==> src/rtl/hazard_ctrl_pkg.sv <==
// Shared types and constants for the pipeline hazard controller.
// Pure declarations: no timing of its own.
// No flow control involved; consumed by hazard_ctrl and its interface.
package hazard_ctrl_pkg;

  typedef enum logic [0:0] {
    ST_RUN      = 1'b0,
    ST_MEM_WAIT = 1'b1
  } state_t;

  localparam logic [4:0] REG_ZERO     = 5'd0;
  localparam int         DMEM_TIMEOUT_DEF = 16;
  localparam int         CNT_W_DEF        = 16;

  // Load in EX writes a real register that the ID instruction reads.
  function automatic logic load_use_hit(
    input logic       mem_read,
    input logic [4:0] ex_rt,
    input logic [4:0] id_rs,
    input logic [4:0] id_rt
  );
    return mem_read && (ex_rt != REG_ZERO) && ((ex_rt == id_rs) || (ex_rt == id_rt));
  endfunction

endpackage

==> src/rtl/hazard_ctrl_if.sv <==
// Bundle of pipeline observations into, and register controls out of, the hazard controller.
// Wires only, zero latency.
// No backpressure: the controller's outputs are themselves the pipeline's stall mechanism.
interface hazard_ctrl_if #(
  parameter int CNT_W = 16
);
  logic [4:0]       IF_ID_RSaddr_i;
  logic [4:0]       IF_ID_RTaddr_i;
  logic             ID_EX_MemRead_i;
  logic [4:0]       ID_EX_RTaddr_i;
  logic             branch_taken_i;
  logic             dmem_req_i;
  logic             dmem_ack_i;
  logic             PCWrite_o;
  logic             IF_ID_Write_o;
  logic             IF_ID_Flush_o;
  logic             ID_EX_Write_o;
  logic             ID_EX_Bubble_o;
  logic             EX_MEM_Write_o;
  logic             err_o;
  logic [CNT_W-1:0] stall_cnt_o;
  logic [CNT_W-1:0] flush_cnt_o;

  // Pipeline side: reports stage contents, receives register controls.
  modport master (
    output IF_ID_RSaddr_i, IF_ID_RTaddr_i, ID_EX_MemRead_i, ID_EX_RTaddr_i,
           branch_taken_i, dmem_req_i, dmem_ack_i,
    input  PCWrite_o, IF_ID_Write_o, IF_ID_Flush_o, ID_EX_Write_o,
           ID_EX_Bubble_o, EX_MEM_Write_o, err_o, stall_cnt_o, flush_cnt_o
  );

  // Controller side.
  modport slave (
    input  IF_ID_RSaddr_i, IF_ID_RTaddr_i, ID_EX_MemRead_i, ID_EX_RTaddr_i,
           branch_taken_i, dmem_req_i, dmem_ack_i,
    output PCWrite_o, IF_ID_Write_o, IF_ID_Flush_o, ID_EX_Write_o,
           ID_EX_Bubble_o, EX_MEM_Write_o, err_o, stall_cnt_o, flush_cnt_o
  );

endinterface

==> src/rtl/hazard_ctrl_sat_counter.sv <==
// Saturating event counter: counts cycles with inc_i high, sticks at all-ones.
// Count visible one cycle after the qualifying cycle.
// No backpressure; increments are never dropped except at saturation.
module sat_counter #(
  parameter int CNT_W = 16
) (
  input  logic             clk_i,
  input  logic             rst_i,
  input  logic             inc_i,
  output logic [CNT_W-1:0] count_o
);

  logic [CNT_W-1:0] count_q;

  // Increment on qualifying cycles, hold once all-ones is reached.
  always_ff @(posedge clk_i or negedge rst_i) begin
    if (!rst_i) begin
      count_q <= '0;
    end else if (inc_i && (count_q != {CNT_W{1'b1}})) begin
      count_q <= count_q + CNT_W'(1);
    end
  end

  assign count_o = count_q;

endmodule

==> src/rtl/hazard_ctrl.sv <==
// Pipeline sequencer: load-use stall, taken-branch flush, freeze on slow data memory (macro HAZARD_PERF_CNT_EN adds perf counters).
// Controls are combinational from state+inputs (same cycle); err_o and counters update one cycle later.
// Freeze holds every pipeline register while dmem is busy, released by ack or by timeout after DMEM_TIMEOUT cycles.
module hazard_ctrl
  import hazard_ctrl_pkg::*;
#(
  parameter int DMEM_TIMEOUT = DMEM_TIMEOUT_DEF,
  parameter int CNT_W        = CNT_W_DEF
) (
  input  logic         clk_i,
  input  logic         rst_i,
  hazard_ctrl_if.slave hz
);

  localparam logic [CNT_W-1:0] WAIT_LAST = CNT_W'(DMEM_TIMEOUT - 1);

  state_t           state_q, state_nxt;
  logic [CNT_W-1:0] wait_q, wait_nxt;
  logic             err_q;
  logic             err_set;
  logic             freeze;
  logic             load_use;

  assign load_use = load_use_hit(hz.ID_EX_MemRead_i, hz.ID_EX_RTaddr_i,
                                 hz.IF_ID_RSaddr_i, hz.IF_ID_RTaddr_i);

  // State, wait counter and sticky timeout flag.
  always_ff @(posedge clk_i or negedge rst_i) begin
    if (!rst_i) begin
      state_q <= ST_RUN;
      wait_q  <= '0;
      err_q   <= 1'b0;
    end else begin
      state_q <= state_nxt;
      wait_q  <= wait_nxt;
      if (err_set) begin
        err_q <= 1'b1;
      end
    end
  end

  // Memory-wait sequencing: decides freeze, next state and timeout.
  always_comb begin
    state_nxt = state_q;
    wait_nxt  = wait_q;
    err_set   = 1'b0;
    freeze    = 1'b0;
    case (state_q)
      ST_RUN: begin
        // A same-cycle ack is a zero-wait access and never freezes.
        if (hz.dmem_req_i && !hz.dmem_ack_i) begin
          freeze    = 1'b1;
          state_nxt = ST_MEM_WAIT;
          wait_nxt  = CNT_W'(1);
        end
      end
      ST_MEM_WAIT: begin
        if (hz.dmem_ack_i) begin
          state_nxt = ST_RUN;
          wait_nxt  = '0;
        end else begin
          // The timeout cycle is still frozen; release happens on its edge.
          freeze = 1'b1;
          if (wait_q >= WAIT_LAST) begin
            err_set   = 1'b1;
            state_nxt = ST_RUN;
            wait_nxt  = '0;
          end else begin
            wait_nxt = wait_q + CNT_W'(1);
          end
        end
      end
      default: begin
        state_nxt = ST_RUN;
        wait_nxt  = '0;
      end
    endcase
  end

  // Register controls by priority: freeze, then load-use stall, then branch flush.
  always_comb begin
    hz.PCWrite_o      = 1'b1;
    hz.IF_ID_Write_o  = 1'b1;
    hz.IF_ID_Flush_o  = 1'b0;
    hz.ID_EX_Write_o  = 1'b1;
    hz.ID_EX_Bubble_o = 1'b0;
    hz.EX_MEM_Write_o = 1'b1;
    if (freeze) begin
      hz.PCWrite_o      = 1'b0;
      hz.IF_ID_Write_o  = 1'b0;
      hz.ID_EX_Write_o  = 1'b0;
      hz.EX_MEM_Write_o = 1'b0;
    end else if (load_use) begin
      // A pending branch is ignored here; it re-resolves next cycle with forwarded data.
      hz.PCWrite_o      = 1'b0;
      hz.IF_ID_Write_o  = 1'b0;
      hz.ID_EX_Bubble_o = 1'b1;
    end else if (hz.branch_taken_i) begin
      hz.IF_ID_Flush_o  = 1'b1;
    end
  end

  assign hz.err_o = err_q;

`ifdef HAZARD_PERF_CNT_EN
  sat_counter #(.CNT_W(CNT_W)) u_stall_cnt (
    .clk_i   (clk_i),
    .rst_i   (rst_i),
    .inc_i   (!hz.PCWrite_o),
    .count_o (hz.stall_cnt_o)
  );

  sat_counter #(.CNT_W(CNT_W)) u_flush_cnt (
    .clk_i   (clk_i),
    .rst_i   (rst_i),
    .inc_i   (hz.IF_ID_Flush_o),
    .count_o (hz.flush_cnt_o)
  );
`else
  assign hz.stall_cnt_o = '0;
  assign hz.flush_cnt_o = '0;
`endif

endmodule

==> src/flat_wrapper.sv <==
// flat-port wrapper written by rule: the top's interface ports become plain ports
module hazard_ctrl_flat import hazard_ctrl_pkg::*;
#(
  parameter int DMEM_TIMEOUT = DMEM_TIMEOUT_DEF,
  parameter int CNT_W        = CNT_W_DEF
)
  (clk_i, rst_i, hz_IF_ID_RSaddr_i, hz_IF_ID_RTaddr_i, hz_ID_EX_MemRead_i, hz_ID_EX_RTaddr_i, hz_branch_taken_i, hz_dmem_req_i, hz_dmem_ack_i, hz_PCWrite_o, hz_IF_ID_Write_o, hz_IF_ID_Flush_o, hz_ID_EX_Write_o, hz_ID_EX_Bubble_o, hz_EX_MEM_Write_o, hz_err_o, hz_stall_cnt_o, hz_flush_cnt_o);
  hazard_ctrl_if #(.CNT_W(CNT_W)) hz_i ();
  input  logic clk_i;
  input  logic rst_i;
  input wire logic [$bits(hz_i.IF_ID_RSaddr_i)-1:0] hz_IF_ID_RSaddr_i;
  input wire logic [$bits(hz_i.IF_ID_RTaddr_i)-1:0] hz_IF_ID_RTaddr_i;
  input wire logic [$bits(hz_i.ID_EX_MemRead_i)-1:0] hz_ID_EX_MemRead_i;
  input wire logic [$bits(hz_i.ID_EX_RTaddr_i)-1:0] hz_ID_EX_RTaddr_i;
  input wire logic [$bits(hz_i.branch_taken_i)-1:0] hz_branch_taken_i;
  input wire logic [$bits(hz_i.dmem_req_i)-1:0] hz_dmem_req_i;
  input wire logic [$bits(hz_i.dmem_ack_i)-1:0] hz_dmem_ack_i;
  output wire logic [$bits(hz_i.PCWrite_o)-1:0] hz_PCWrite_o;
  output wire logic [$bits(hz_i.IF_ID_Write_o)-1:0] hz_IF_ID_Write_o;
  output wire logic [$bits(hz_i.IF_ID_Flush_o)-1:0] hz_IF_ID_Flush_o;
  output wire logic [$bits(hz_i.ID_EX_Write_o)-1:0] hz_ID_EX_Write_o;
  output wire logic [$bits(hz_i.ID_EX_Bubble_o)-1:0] hz_ID_EX_Bubble_o;
  output wire logic [$bits(hz_i.EX_MEM_Write_o)-1:0] hz_EX_MEM_Write_o;
  output wire logic [$bits(hz_i.err_o)-1:0] hz_err_o;
  output wire logic [$bits(hz_i.stall_cnt_o)-1:0] hz_stall_cnt_o;
  output wire logic [$bits(hz_i.flush_cnt_o)-1:0] hz_flush_cnt_o;
  assign hz_i.IF_ID_RSaddr_i = hz_IF_ID_RSaddr_i;
  assign hz_i.IF_ID_RTaddr_i = hz_IF_ID_RTaddr_i;
  assign hz_i.ID_EX_MemRead_i = hz_ID_EX_MemRead_i;
  assign hz_i.ID_EX_RTaddr_i = hz_ID_EX_RTaddr_i;
  assign hz_i.branch_taken_i = hz_branch_taken_i;
  assign hz_i.dmem_req_i = hz_dmem_req_i;
  assign hz_i.dmem_ack_i = hz_dmem_ack_i;
  assign hz_PCWrite_o = hz_i.PCWrite_o;
  assign hz_IF_ID_Write_o = hz_i.IF_ID_Write_o;
  assign hz_IF_ID_Flush_o = hz_i.IF_ID_Flush_o;
  assign hz_ID_EX_Write_o = hz_i.ID_EX_Write_o;
  assign hz_ID_EX_Bubble_o = hz_i.ID_EX_Bubble_o;
  assign hz_EX_MEM_Write_o = hz_i.EX_MEM_Write_o;
  assign hz_err_o = hz_i.err_o;
  assign hz_stall_cnt_o = hz_i.stall_cnt_o;
  assign hz_flush_cnt_o = hz_i.flush_cnt_o;
  hazard_ctrl #(.DMEM_TIMEOUT(DMEM_TIMEOUT), .CNT_W(CNT_W)) u_core (.clk_i(clk_i), .rst_i(rst_i), .hz(hz_i));
endmodule
==> config.mk <==
export PLATFORM = sky130hd
export DESIGN_NAME = hazard_ctrl_flat
export DESIGN_NICKNAME = d
export VERILOG_FILES = /design/src/rtl/hazard_ctrl_pkg.sv /design/src/rtl/hazard_ctrl_if.sv /design/src/rtl/hazard_ctrl_sat_counter.sv /design/src/rtl/hazard_ctrl.sv /design/src/flat_wrapper.sv
export SDC_FILE = /design/constraint.sdc
export NUM_CORES = 1
export LEC_CHECK = 0
export ABC_CLOCK_PERIOD_IN_PS = 1800
export BUFFER_PORTS_ARGS = -buffer_cell sky130_fd_sc_hd__buf_4
export CORE_UTILIZATION = 46
export CTS_BUF_LIST = sky130_fd_sc_hd__clkbuf_16
export DETAILED_ROUTE_END_ITERATION = 10
export PLACE_DENSITY = 0.79
export SKIP_LAST_GASP = 1
export SLEW_MARGIN = 25
export SYNTH_ARGS = -nofsm -noshare
export SYNTH_HDL_FRONTEND = slang
export SYNTH_SLANG_ARGS = --single-unit
==> constraint.sdc <==
create_clock -name clk_i -period 1.8 [get_ports clk_i]
set_input_delay 0.27 -clock clk_i [delete_from_list [all_inputs] [get_ports clk_i]]
set_output_delay 0.27 -clock clk_i [all_outputs]
set_load 0.01 [all_outputs]
==> flow_summary_export.csv <==
group,metric,value,unit
run_status,outcome,"complete, no violations",
global_route,antenna_found_initial,0,
sta,fmax,0.590,GHz
sta,slew_headroom,0.596,
synthesis,async_flop_share,1.00,
sta,period_minus_slack,1.70,ns
sta,slew_violations,0,
drt,dr.first_iter.drc_count,10,
sta,fin_skew,0.00439,ns
clocking,h-tree-depth,1,
synthesis,yosysMostFrequentCell,"buf_4",
finish,layout.cells.non_filler,199,
synthesis,netlist.area_leader.share,0.349,
run,max-cap-violations,0,
global_route,grt_pass1_vias,894,
sta,tns,0,ns
setup_path,rrSetupSlack,0.22,ns
setup_path,crit_fanout,3,
power_and_ir_drop,total_power,0.00109,W
power_and_ir_drop,power-per-cell-area,726,nW/µm²
global_route,grt_pass1_wl,3.52,mm
min_path,hp-class,"primary input to register",
clocking,cts.root.buffer_cell,"clkbuf_16",
synthesis,yosysTopAreaCell,"dfrtp_1",
drt,drt-total-wl,2.31,mm
placed_design,place_congestion,0.831,
clocking,post_cts_buffers,0,
setup_path,worstSetupEndpoint,"hz_ID_EX_Bubble_o",
placed_design,io_buffer_count,27,
clocking,path_clk_slew,0.05,ns
finish,design_area,1500,µm²
floorplanning,die-area,3020,µm²
floorplanning,pin_count,60,
sta,tightest_slew,0.604,ns
power_and_ir_drop,peakVddDrop,0.661,mV
global_route,grt_usage,0.171,
synthesis,synthCells,138,
setup_path,cpMostUsedCell,"buf_4",
sta,worst_slack,0.104,ns
setup_path,startpoint_type,"primary input",
setup_path,crit_type,"primary input to primary output",
min_path,whs_path_depth,2,
power_and_ir_drop,leakagePower,0.720,nW
floorplanning,core,2570,µm²
setup_path,cp.arrival,1.43,ns
finish,syn2layout_area_growth,15.9,%
setup_path,cp_slowest_cell,"or4_1",
finish,drive_above_1_share,0.278,
setup_path,critPathTopFamily,"simple AND/OR/NAND/NOR gates",
sta,hold_viol_final,0,
placed_design,preCtsSetupSlack,0.0212,ns
placed_design,dp_cells,194,
placed_design,hpwlAfterDp,1.86,mm
synthesis,yosysSeqAreaShare,0.349,
setup_path,worstSetupStartpoint,"hz_ID_EX_RTaddr_i[0]",
floorplanning,rows,18,
setup_path,end_kind,"primary output",
clocking,clock_latency,0.25,ns
finish,nNetsFinal,192,
synthesis,synth_area_per_cell,9.35,µm²
setup_path,r2r-end,"u_core.wait_q[6]",
setup_path,cpPeakStageDelay,0.53,ns
clocking,cts.path.max_buffers,2,
synthesis,synth_cell_type_count,41,
finish,antenna_cells,0,
sta,setup_viol,0,
synthesis,synth.area.top_cells,"dfrtp_1 (35%), buf_4 (20%), xnor2_1 (8.1%)",
clocking,cts_inserted_buffers,3,
synthesis,ys_top_cells_by_count,"buf_4 (34), dfrtp_1 (18), xnor2_1 (12), nor2_2 (7), nand2_1 (6)",
synthesis,yosysWarnings,0,
floorplanning,start_util,0.502,
setup_path,cp_cell_sequence,"buf_4, or4_1, o21a_1, and3_1, buf_4",
setup_path,worstPathBufferInverterCount,2,
floorplanning,die_w,55.0,µm
clocking,clock_sinks,18,
setup_path,rr_startpoint,"u_core.wait_q[10]",
synthesis,synth_edf_count,0,
drt,vias,978,
drt,drc,0,
sta,grt_setup_unrepaired,"no",
drt,vias_per_cell,4.91,
synthesis,synthFlopType,"dfrtp_1",
setup_path,required,1.53,ns
setup_path,worst-path-stages,5,
global_route,grt_overflow_total,0,
synthesis,syn_area,1290,µm²
clocking,cts_tree,"yes",
sta,fin_crit_sh,0.942,
drt,drt-wirelength-per-cell,11.6,µm
floorplanning,die_h,55.0,µm
setup_path,rr_worst_depth,5,
drt,ant_nets,0,
placed_design,place_area,1400,µm²
global_route,grt_max_degree,19,
drt,firstDrtPassIters,4,
synthesis,synth-seq-cells,18,
-- cell type report --
class                   instances  area, µm²
fillers                       228       1070
multi-input cells             113        682
flip-flops and latches         18        450
repair buffers                 31        235
clock buffers                   3       75.1
well taps                      30       37.5
inverters                       3       11.3
clock inverters                 1       3.75
-- metal layers --
layer | part of all wire | track usage | up-vias | wire, µm
li1 | - | - | 479 | -
met4 | 0.0099 | 0.100 | 0 | 23
met3 | 0.11 | 0.0437 | 2 | 263
met1 | 0.38 | 0.177 | 449 | 878
met2 | 0.50 | 0.309 | 48 | 1150
met5 | 0 | 0 | - | 0
-- repair_timing --
item	CTS	global route
endpoints found under the hold margin	18	0
endpoints found under the setup margin	0	2
gates resized for setup	0	2
hold buffers	1	0
-- report_power, final --
| part | internal, W | switching (W) | leakage, nW |
|---|---|---|---|
| logic | 0.0000947 | 0.000119 | 0.436 |
| clock network | 0.000295 | 0.000142 | 0.0385 |
| registers | 0.000420 | 0.0000157 | 0.246 |
-- through the flow --
stage | hold WS [ns] | utilization
floorplan | -0.0256 | -
global placement | 0.145 | 0.546
detailed placement | 0.149 | 0.546
CTS | 0.204 | 0.581
global route | 0.217 | 0.582
finish | 0.207 | 0.582
-- registers in the layout, summed over array words and instances (netlist names) --
register and cells:
u_core.hz.err_o 1, u_core.wait_q 16, u_core.state_q 1
-- cells by family (layout without fill, tap and decap cells) --
logic type | count (synthesis) | in the layout | share of synthesized area
compound gates | 26 | 26 | 0.139
simple gates | 42 | 42 | 0.203
other cells | 1 | 32 | 0.00291
xor+xnor | 12 | 12 | 0.0815
fa+ha+maj | 1 | 1 | 0.00970
buf+inv | 38 | 38 | 0.215
flops | 18 | 18 | 0.349
-- cell usage in the layout, fill, tap and decap left out, drive strengths merged, types with 2 or more instances in the layout --
| cell type | count |
|---|---|
| conb | 32 |
| buf | 30 |
| dfrtp | 18 |
| xnor2 | 12 |
| nor2 | 11 |
| nand2 | 6 |
| nand3 | 6 |
| nor2b | 5 |
| a21oi | 5 |
| a31oi | 4 |
| o21ai | 4 |
| clkbuf | 3 |
| nor4 | 3 |
| nand4 | 3 |
| inv | 3 |
| o22ai | 2 |
| a41oi | 2 |
| a21o | 2 |
| nand2b | 2 |
| a2111oi | 2 |
-- worst reg2reg max path, cell delays in order, from the launching register on --
cell,delay (ns)
dfrtp_1,0.42
nor4_1,0.39
and2_1,0.22
a41oi_1,0.11
buf_4,0.22
nor2b_1,0.13
-- worst min path at each step --
stage	start	endpoint	slack, ns
2_1_floorplan	rst_i	u_core.hz.err_o	-0.03
3_3_place_gp	rst_i	u_core.wait_q[8]	0.14
3_5_place_dp	rst_i	u_core.wait_q[9]	0.15
4_1_cts	hz_dmem_ack_i	u_core.state_q	0.20
5_1_grt	hz_dmem_ack_i	u_core.state_q	0.22
6_report	hz_dmem_ack_i	u_core.state_q	0.21
No activity file was read; power rests on OpenSTA's default activity.
